[src/rtl/board_io_bridge.sv]
// Board-level I/O conditioning: switch synchronise/debounce, gpio/interrupt split,
// LED pulse stretching and a stretched core reset, all in one clock domain.
module board_io_bridge #(
  parameter int N_SW               = 8,
  parameter int N_GPIO_IN          = 4,
  parameter int N_INT              = 4,
  parameter int N_LED              = 8,
  parameter int DEBOUNCE_CYCLES    = 16,
  parameter int INT_MODE           = 0,
  parameter int LED_STRETCH_CYCLES = 0,
  parameter int RESET_HOLD_CYCLES  = 8
) (
  input  logic                 clk,
  input  logic                 reset,
  input  logic [N_SW-1:0]      switch,
  output logic [N_SW-1:0]      sw_state,
  output logic [N_GPIO_IN-1:0] gpio_in,
  output logic [N_INT-1:0]     int_exts,
  input  logic [N_LED-1:0]     led_core,
  output logic [N_LED-1:0]     led,
  output logic                 core_reset
);

  localparam int DB_W = (DEBOUNCE_CYCLES > 0) ? $clog2(DEBOUNCE_CYCLES + 1) : 1;
  localparam int LS_W = (LED_STRETCH_CYCLES > 0) ? $clog2(LED_STRETCH_CYCLES + 1) : 1;
  localparam int RH_W = (RESET_HOLD_CYCLES > 0) ? $clog2(RESET_HOLD_CYCLES + 1) : 1;

  localparam logic [DB_W-1:0] DB_LAST = DB_W'(DEBOUNCE_CYCLES - 1);
  localparam logic [LS_W-1:0] LS_LOAD = LS_W'(LED_STRETCH_CYCLES);
  localparam logic [RH_W-1:0] RH_LOAD = RH_W'(RESET_HOLD_CYCLES);

  logic [N_SW-1:0]  s1_q, s2_q;
  logic [N_SW-1:0]  sw_q, sw_d;
  logic [DB_W-1:0]  db_cnt_q [N_SW];
  logic [DB_W-1:0]  db_cnt_d [N_SW];

  logic [N_INT-1:0] int_src;
  logic [N_INT-1:0] int_q, int_d;
  logic [N_INT-1:0] int_prev_q;

  logic [N_LED-1:0] led_q, led_d;
  logic [LS_W-1:0]  ls_cnt_q [N_LED];
  logic [LS_W-1:0]  ls_cnt_d [N_LED];

  logic [RH_W-1:0]  rst_cnt_q, rst_cnt_d;
  logic             core_rst_q, core_rst_d;

  // A bit changes only once s2 has differed from the accepted state for
  // DEBOUNCE_CYCLES consecutive edges; any agreeing edge restarts the count.
  always_comb begin
    sw_d = sw_q;
    for (int i = 0; i < N_SW; i++) begin
      db_cnt_d[i] = '0;
      if (s2_q[i] != sw_q[i]) begin
        if (db_cnt_q[i] == DB_LAST) begin
          sw_d[i] = s2_q[i];
        end else begin
          db_cnt_d[i] = db_cnt_q[i] + 1'b1;
        end
      end
    end
  end

  assign int_src = sw_q[N_GPIO_IN +: N_INT];

  // The previous-value register tracks even while held in reset, so a source
  // that is already high when interrupts are enabled does not fire a pulse.
  always_comb begin
    int_d = '0;
    if (!core_rst_q) begin
      int_d = (INT_MODE == 1) ? (int_src & ~int_prev_q) : int_src;
    end
  end

  always_comb begin
    for (int i = 0; i < N_LED; i++) begin
      led_d[i] = led_core[i] | (ls_cnt_q[i] != '0);
      if (led_core[i]) begin
        ls_cnt_d[i] = LS_LOAD;
      end else if (ls_cnt_q[i] != '0) begin
        ls_cnt_d[i] = ls_cnt_q[i] - 1'b1;
      end else begin
        ls_cnt_d[i] = '0;
      end
    end
  end

  always_comb begin
    rst_cnt_d  = rst_cnt_q;
    core_rst_d = core_rst_q;
    if (rst_cnt_q != '0) begin
      rst_cnt_d = rst_cnt_q - 1'b1;
    end else begin
      core_rst_d = 1'b0;
    end
  end

  always_ff @(posedge clk) begin
    if (reset) begin
      s1_q       <= '0;
      s2_q       <= '0;
      sw_q       <= '0;
      int_q      <= '0;
      int_prev_q <= '0;
      led_q      <= '0;
      rst_cnt_q  <= RH_LOAD;
      core_rst_q <= 1'b1;
      for (int i = 0; i < N_SW; i++) begin
        db_cnt_q[i] <= '0;
      end
      for (int i = 0; i < N_LED; i++) begin
        ls_cnt_q[i] <= '0;
      end
    end else begin
      s1_q       <= switch;
      s2_q       <= s1_q;
      sw_q       <= sw_d;
      int_q      <= int_d;
      int_prev_q <= int_src;
      led_q      <= led_d;
      rst_cnt_q  <= rst_cnt_d;
      core_rst_q <= core_rst_d;
      for (int i = 0; i < N_SW; i++) begin
        db_cnt_q[i] <= db_cnt_d[i];
      end
      for (int i = 0; i < N_LED; i++) begin
        ls_cnt_q[i] <= ls_cnt_d[i];
      end
    end
  end

  assign sw_state   = sw_q;
  assign gpio_in    = sw_q[N_GPIO_IN-1:0];
  assign int_exts   = int_q;
  assign led        = led_q;
  assign core_reset = core_rst_q;

endmodule
[config.mk]
export PLATFORM = sky130hd
export DESIGN_NAME = board_io_bridge
export DESIGN_NICKNAME = d
export VERILOG_FILES = /design/src/rtl/board_io_bridge.sv
export SDC_FILE = /design/constraint.sdc
export NUM_CORES = 1
export LEC_CHECK = 0
export CAP_MARGIN = 20
export CORE_MARGIN = 3
export CORE_UTILIZATION = 57
export DETAILED_ROUTE_END_ITERATION = 6
export GPL_ROUTABILITY_DRIVEN = 0
export GPL_TIMING_DRIVEN = 0
export PLACE_DENSITY = 0.81
export SKIP_LAST_GASP = 1
export SLEW_MARGIN = 10
export SYNTH_ARGS = -nofsm -noshare
export SYNTH_HDL_FRONTEND = slang
export SYNTH_SLANG_ARGS = --single-unit
[constraint.sdc]
create_clock -name clk -period 4 [get_ports clk]
set_clock_uncertainty 0.05 [all_clocks]
set_input_delay 0.6 -clock clk [delete_from_list [all_inputs] [get_ports clk]]
set_output_delay 0.6 -clock clk [all_outputs]
set_load 0.02 [all_outputs]
==> summary.txt, run 1 <==
PLACEMENT
--------------------------------------------------------------------------------------------------------
Number of buffers added on ports                                                                      42
Worst setup timing slack at the placement stage                                                  1820 ps
Instance area at placement                                                                      3390 um2
Detailed placement HPWL                                                                          3.43 mm

POWER
--------------------------------------------------------------------------------------------------------
Cell Pwr Density                                                                              460 nW/um2
Static leakage                                                                                   1.41 nW
Worst vdd ir                                                                                    0.259 mV
Design Power                                                                                     1.66 mW

YOSYS
--------------------------------------------------------------------------------------------------------
Warning count from the yosys run                                                                       0
Post-synth design cell area                                                                     2890 um2
Cell type with the highest aggregate area in the netlist                                    sky130_fd_sc_hd__dfxtp_1
Gate count of the mapped netlist                                                                     271
Most numerous cell types in the synthesized netlist                                         81 x sky130_fd_sc_hd__dfxtp_1, 51 x sky130_fd_sc_hd__nor2_1, 24 x sky130_fd_sc_hd__nor2b_1
Share of Yosys cell area claimed by the top area cell type                                         56.1%
Number of flip-flops and latches in the synthesized netlist                                           81
Async SR Flop Fraction                                                                                0%
Most common flop cell mapped by yosys                                                       sky130_fd_sc_hd__dfxtp_1
Syn Nets                                                                                             307
Top cells by area, synth                                                                    sky130_fd_sc_hd__dfxtp_1 56%, sky130_fd_sc_hd__ha_1 7.8%, sky130_fd_sc_hd__nor2_1 6.6%
Count of flip-flops with a built-in enable after synthesis                                             0
Distinct cell type count after synthesis                                                              24
Portion of the post-synthesis area used by sequential elements                                     56.1%
Most repeated cell in the gate-level netlist after synthesis                                sky130_fd_sc_hd__dfxtp_1
Synthesized area divided by synthesized cell count                                              10.7 um2

DRT
--------------------------------------------------------------------------------------------------------
Wire per inst                                                                                    12.0 um
DRC                                                                                                    0
Post-DR vias/cell                                                                                   4.72
Final routed wirelength across all metal layers                                                  4.74 mm
Violation count after the first detailed-route iteration                                              50
Pre-antenna DRT Iters                                                                                  4
Remaining antenna violation count                                                                      0
Vias after detailed routing                                                                        1,861

WORST SETUP PATH
--------------------------------------------------------------------------------------------------------
Largest stage delay on the critical path                                                          590 ps
Signal arrival time at the worst endpoint                                                        1470 ps
Setup slack, reg-to-reg                                                                          2400 ps
Source of the worst register-to-register timing path                                        db_cnt_q[0][0]
Required arrival time at the worst endpoint                                                      3350 ps
CP Max Fanout                                                                                          4
Worst-path cell with the longest stage delay                                                sky130_fd_sc_hd__clkdlybuf4s50_1
Critical path class                                                                         register to primary output
CP cell instances                                                                           buf_4, clkdlybuf4s50_1
Crit path launch type                                                                           register
Setup crit end kind                                                                         primary output
Worst flop-to-flop path endpoint                                                            db_cnt_q[0][3]
Reg2Reg Depth                                                                                          5

LAYOUT
--------------------------------------------------------------------------------------------------------
Antenna cells                                                                                          0
Nets@finish                                                                                          360
Area Overhead vs Synth                                                                             24.9%
Share of post-route cells with drive strength above 1                                              9.79%
Summed area of non-filler cells in the final layout                                             3610 um2

STA
--------------------------------------------------------------------------------------------------------
Post-Route Hold Slack                                                                             389 ps
Final setup violating endpoints                                                                        0
Worst slew margin relative to its limit                                                            66.7%
Setup repair after global routing missed its margin                                                   no
Period utilization                                                                                 53.1%
Least-Margin Pin Slew                                                                             499 ps
Final hold violations                                                                                  0
Max Transition Viols Final                                                                             0
Setup TNS                                                                                           0 ps
Final worst setup slack                                                                          1880 ps
Min Tclk post-route                                                                              2120 ps
Fmax                                                                                             471 MHz

DIE
--------------------------------------------------------------------------------------------------------
Number of placement rows                                                                              25
# IOs                                                                                                 43
Initial core utilization                                                                           60.0%
Core Footprint                                                                                  4820 um2
Die X-Extent                                                                                     77.2 um
Die ar.                                                                                         5960 um2
Die boundary height                                                                              77.2 um

CTS
--------------------------------------------------------------------------------------------------------
Clock latency at the later pin of the worst-skew pair                                             330 ps
Clock tree from TritonCTS                                                                           done
Maximum level of the CTS H-tree                                                                        3
CTS-repair resized insts                                                                               0
Post-CTS clock slew at the launch and capture registers of the worst setup and hold paths          70 ps
Total of hold buffers inserted after clock tree synthesis                                              0
Total clock buffers created by CTS                                                                     9
Maximum buffer depth of the clock tree                                                                 2
Post-CTS Setup Bufs                                                                                    0
Buffer cell driving the clock tree root                                                     sky130_fd_sc_hd__clkbuf_8
Clk sinks                                                                                             81

MIN PATH
--------------------------------------------------------------------------------------------------------
Hold depth                                                                                             1
Hold/Removal Path Class                                                                     register to register
Hold path startpoint                                                                             s1_q[3]
End point of the most critical hold path                                                         s2_q[3]

GLOBAL ROUTE
--------------------------------------------------------------------------------------------------------
Via count of the first global-routing pass                                                         1,962
Total global-route track usage                                                                     17.6%
Largest net degree at the start of global routing                                                     13
Antenna violations before repair                                                                       0
GR Overflow Total                                                                                      0
First-pass GRT wire length                                                                       8.18 mm

OUTCOME
--------------------------------------------------------------------------------------------------------
Result of the run                                                                           finished clean

FLOW RUN
--------------------------------------------------------------------------------------------------------
Max-cap check violation count                                                                          0

[layout by cell type (no fill, tap or decap), drive strengths merged]
cell / count
a211o: 1
a211oi: 1
a21o: 1
a21oi: 1
and2: 4
and3: 8
buf: 7
bufinv: 2
clkbuf: 12
clkdlybuf4s50: 42
clkinv: 1
dfxtp: 81
ha: 18
inv: 18
mux2i: 8
nand2b: 2
nand3: 8
nand3b: 1
nor2: 51
nor2b: 24
nor3: 1
or3: 9
or3b: 1
xnor2: 17
xor2: 8
[cell families (layout without fill, tap and decap cells)]
family	count (synthesis)	in the layout	share of synthesized area, %
fa+ha+maj	18	18	7.80
compound gates	4	4	1.17
xor+xnor	25	25	7.58
simple gates	109	109	20.4
flops	81	81	56.1
buf+inv	26	82	4.16
mux	8	8	2.77
[how the worst max path moves through the flow]
stage                               from        endpoint  slack [ps]  cells past startpoint
after floorplan           db_cnt_q[0][0]  db_cnt_q[0][2]        2530                      5
after global placement             reset     int_exts[0]        1800                      4
after detailed placement           reset         s1_q[3]        1820                      4
after CTS                    sw_state[1]     sw_state[1]        1850                      2
after global routing         sw_state[1]     sw_state[1]        1820                      2
final                        sw_state[1]     sw_state[1]        1880                      2
[where the power goes]
part | internal [mW] | leakage [nW] | switching, mW
clock | 0.378 | 0.111 | 0.258
combinational | 0.0860 | 0.641 | 0.0701
sequential | 0.843 | 0.660 | 0.0242
total | 1.31 | 1.41 | 0.353
[flip-flops by register name, indices dropped and copies added (netlist names)]
register,count
s2_q,8
db_cnt_q,40
sw_state,8
rst_cnt_q,4
led,8
int_exts,4
s1_q,8
core_reset,1
[area by class of cell]
cell class	count	area [um2]
Clock inverter	3	65.1
Clock buffer	11	151
Tap cell	67	83.8
Fill cell	366	1210
Multi-Input combinational cell	164	1150
Sequential cell	81	1620
Buffer	8	52.6
Inverter	18	67.6
Timing Repair Buffer	42	420
[critical path, delay by kind of cell, from the launching register on]
kind                   cells  cell delay (ps)
DFF                        1              410
buffers and inverters      2              730
[stage by stage]
step           std cells  util [%]
6_report             394      74.9
2_1_floorplan        271         -
5_1_grt              394      74.9
3_3_place_gp         380      70.4
3_5_place_dp         380      70.4
4_1_cts              394      74.9
[routing by layer]
layer / vias up / routed length [um] / global-route usage, %
met5: - / 0 / 0
met4: 0 / 78 / 9.61
met3: 7 / 211 / 4.46
met2: 36 / 2500 / 31.9
met1: 856 / 1950 / 18.3
li1: 962 / - / -
Note: power is estimated with default switching activity, not from simulation.
==> inputs of run 2 (changes only) <==
--- a/config.mk
+++ b/config.mk
@@ -7,11 +7,11 @@
 export LEC_CHECK = 0
 export CAP_MARGIN = 20
 export CORE_MARGIN = 3
-export CORE_UTILIZATION = 57
+export CORE_UTILIZATION = 53
 export DETAILED_ROUTE_END_ITERATION = 6
 export GPL_ROUTABILITY_DRIVEN = 0
 export GPL_TIMING_DRIVEN = 0
-export PLACE_DENSITY = 0.81
+export PLACE_DENSITY = 0.76
 export SKIP_LAST_GASP = 1
 export SLEW_MARGIN = 10
 export SYNTH_ARGS = -nofsm -noshare
==> constraint.sdc (replaced) <==
create_clock -name clk -period 2.1 [get_ports clk]
set_clock_uncertainty 0.05 [all_clocks]
set_input_delay 0.315 -clock clk [delete_from_list [all_inputs] [get_ports clk]]
set_output_delay 0.315 -clock clk [all_outputs]
set_load 0.02 [all_outputs]
==> run 2 against run 1 <==
Net effect: register-to-register slack worse by 1900 ps; sequential share of layout area down 0.20 points; final cell count up 1.0%; sequential power up 90%; combinational power rose by 85%; cell area up 0.45%; setup slack got worse by 1600 ps; clock power is 98% higher; worst hold slack about the same; first-iteration DRC count fell by 52%; critical path depth unchanged; critical endpoint is now sw_state[0]; largest cell class unchanged; highest routed layer unchanged.
==> summary.txt, run 2 (synthesis gave the netlist of run 1 again) <==
OUTCOME
--------------------------------------------------------------------------------------------------------
Result of the run                                                                           finished clean

PLACEMENT
--------------------------------------------------------------------------------------------------------
Detailed placement HPWL                                                                          3.04 mm   -11%
Worst setup timing slack at the placement stage                                                   149 ps   -1680 ps
Number of buffers added on ports                                                                      42   unchanged
DP Cell Count                                                                                        383   +0.79%

DRT
--------------------------------------------------------------------------------------------------------
Violation count after the first detailed-route iteration                                              24   -52%
DRC                                                                                                    0   unchanged
Wire per inst                                                                                    10.6 um   -12%
Pre-antenna DRT Iters                                                                                  4   unchanged
Vias after detailed routing                                                                        1,830   -1.7%
Post-DR vias/cell                                                                                   4.60   -2.7%
Final routed wirelength across all metal layers                                                  4.20 mm   -11%
Remaining antenna violation count                                                                      0   unchanged

STA
--------------------------------------------------------------------------------------------------------
Setup TNS                                                                                           0 ps   unchanged
Final hold violations                                                                                  0   unchanged
Fmax                                                                                             549 MHz
Min Tclk post-route                                                                              1820 ps
Least-Margin Pin Slew                                                                             471 ps   -27.6 ps
Max Transition Viols Final                                                                             0   unchanged
Final worst setup slack                                                                           277 ps   -1600 ps
Worst slew margin relative to its limit                                                            68.5%   +1.8 points
Final setup violating endpoints                                                                        0   unchanged
Period utilization                                                                                 86.8%
Setup repair after global routing missed its margin                                                   no

WORST SETUP PATH
--------------------------------------------------------------------------------------------------------
Worst-path cell with the longest stage delay                                                sky130_fd_sc_hd__clkdlybuf4s50_1
Setup crit end kind                                                                         primary output
Reg2Reg Depth                                                                                          5   unchanged
Start point of the critical path                                                             sw_state[0]
Source of the worst register-to-register timing path                                        db_cnt_q[0][15]
CP Max Fanout                                                                                          4   unchanged
Largest stage delay on the critical path                                                          590 ps   about the same
Critical path class                                                                         register to primary output
CP cell instances                                                                           buf_4, clkdlybuf4s50_1
Crit path launch type                                                                           register
Signal arrival time at the worst endpoint                                                        1460 ps   about the same
Required arrival time at the worst endpoint                                                      1740 ps   -1610 ps

LAYOUT
--------------------------------------------------------------------------------------------------------
Highest-count cells in the layout ignoring fill and taps                                    81 x sky130_fd_sc_hd__dfxtp_1, 51 x sky130_fd_sc_hd__nor2_1, 42 x sky130_fd_sc_hd__clkdlybuf4s50_1, 24 x sky130_fd_sc_hd__nor2b_1
Share of post-route cells with drive strength above 1                                              9.76%   -0.030 points
Fillcell total                                                                                       418   +14%
Reg with most FFs                                                                               db_cnt_q
Nets@finish                                                                                          360   unchanged
Number of flip-flops in the largest register                                                          40   unchanged
Number of cells in the finished layout apart from fillers                                            398   +1.0%
Area Overhead vs Synth                                                                             25.5%
Antenna cells                                                                                          0   unchanged
Most common cell after layout, fill and taps aside                                          sky130_fd_sc_hd__dfxtp_1

CTS
--------------------------------------------------------------------------------------------------------
Maximum level of the CTS H-tree                                                                        3   unchanged
Clock latency at the later pin of the worst-skew pair                                             340 ps   about the same
Post-CTS Setup Bufs                                                                                    0   unchanged
Total of hold buffers inserted after clock tree synthesis                                              0   unchanged
Clock tree from TritonCTS                                                                           done
Clk sinks                                                                                             81   unchanged
Buffer cell driving the clock tree root                                                     sky130_fd_sc_hd__clkbuf_8
Post-CTS clock slew at the launch and capture registers of the worst setup and hold paths          80 ps   about the same
Total clock buffers created by CTS                                                                     9   unchanged
Maximum buffer depth of the clock tree                                                                 2   unchanged
CTS-repair resized insts                                                                               0   unchanged

GLOBAL ROUTE
--------------------------------------------------------------------------------------------------------
Most Used Layer, Global Route                                                                       met2
First-pass GRT wire length                                                                       7.33 mm   -10%
Via count of the first global-routing pass                                                         1,755   -11%
Largest net degree at the start of global routing                                                     13   unchanged
Met2 global-route usage                                                                            25.0%   -6.8 points
GR met1 Demand/Resource                                                                            16.4%   -1.9 points
Antenna violations before repair                                                                       0   unchanged
GR Overflow Total                                                                                      0   unchanged
Global routing met3 resource utilization                                                           8.24%   +3.8 points
Total global-route track usage                                                                     15.3%   -2.2 points

MIN PATH
--------------------------------------------------------------------------------------------------------
Hold depth                                                                                             1   unchanged
Hold/Removal Path Class                                                                     register to register
Hold path startpoint                                                                             s1_q[0]

POWER
--------------------------------------------------------------------------------------------------------
Clk network pwr share                                                                              39.3%   +1.0 points
Fraction of power spent switching nets                                                             20.8%   -0.40 points
Share of total power in combinational logic                                                         9.0%   -0.4 points
Static leakage                                                                                   1.42 nW   +0.32%
Worst vdd ir                                                                                    0.669 mV   +160%
Share of power burned in registers                                                                 51.7%   -0.6 points
Internal power component                                                                         2.53 mW   +94%
Cell Pwr Density                                                                              881 nW/um2   +92%
Net switching power                                                                               666 uW   +89%

DIE
--------------------------------------------------------------------------------------------------------
Number of placement rows                                                                              26   +4.0%
Die boundary height                                                                              79.8 um   +3.4%
Core Footprint                                                                                  5200 um2   +8.1%
Die X-Extent                                                                                     79.8 um   +3.4%
# IOs                                                                                                 43   unchanged
Initial core utilization                                                                           55.5%   -4.5 points
Die ar.                                                                                         6370 um2   +6.9%

FLOW RUN
--------------------------------------------------------------------------------------------------------
Max-cap check violation count                                                                          0   unchanged

-- run 2: worst paths after layout --
path | end | slack [ps]
min | s2_q[0] | 390
max reg2reg | db_cnt_q[0][17] | 540
max | sw_state[0] | 280
min reg2reg | s2_q[0] | 390
-- run 2: layout make-up --
class                   count  area [um2]  share of cell area [%]
clock inverters             2        60.1                    1.66
inverters                  18        67.6                    1.86
well taps                  70        87.6                    2.42
clock buffers              13         169                    4.66
plain buffers               8        52.6                    1.45
multi-input cells         164        1150                    31.6
repair buffers             42         420                    11.6
flip-flops and latches     81        1620                    44.7
-- run 2: power by group through the flow --
stage / Clock (mW) / Combinational (mW) / Sequential [mW]
detailed placement: 0 / 0.293 / 1.69
finish: 1.26 / 0.289 / 1.65
CTS: 1.29 / 0.294 / 1.65
floorplan: 0 / 0.181 / 1.69
global route: 1.35 / 0.323 / 1.66
global placement: 0 / 0.286 / 1.68
-- run 2: critical path: cells and delay by family, from the launching register on --
kind	cells	cell delay [ps]
buffers and inverters	2	720
DFF	1	400
-- run 2: per-stage QoR --
| step | area [um2] | total power, mW | utilization (%) | hold WS (ps) |
|---|---|---|---|---|
| 2_1_floorplan | 2890 | 1.87 | - | 364 |
| 3_3_place_gp | 3400 | 1.97 | 65.3 | 369 |
| 3_5_place_dp | 3400 | 1.98 | 65.3 | 376 |
| 4_1_cts | 3630 | 3.24 | 69.7 | 395 |
| 5_1_grt | 3630 | 3.33 | 69.7 | 402 |
| 6_report | 3630 | 3.19 | 69.7 | 390 |
-- run 2: routing by layer --
metal	vias to the layer above	wire (um)
met4	0	68
met1	823	1850
met3	7	316
li1	962	-
met5	-	0
met2	38	1970
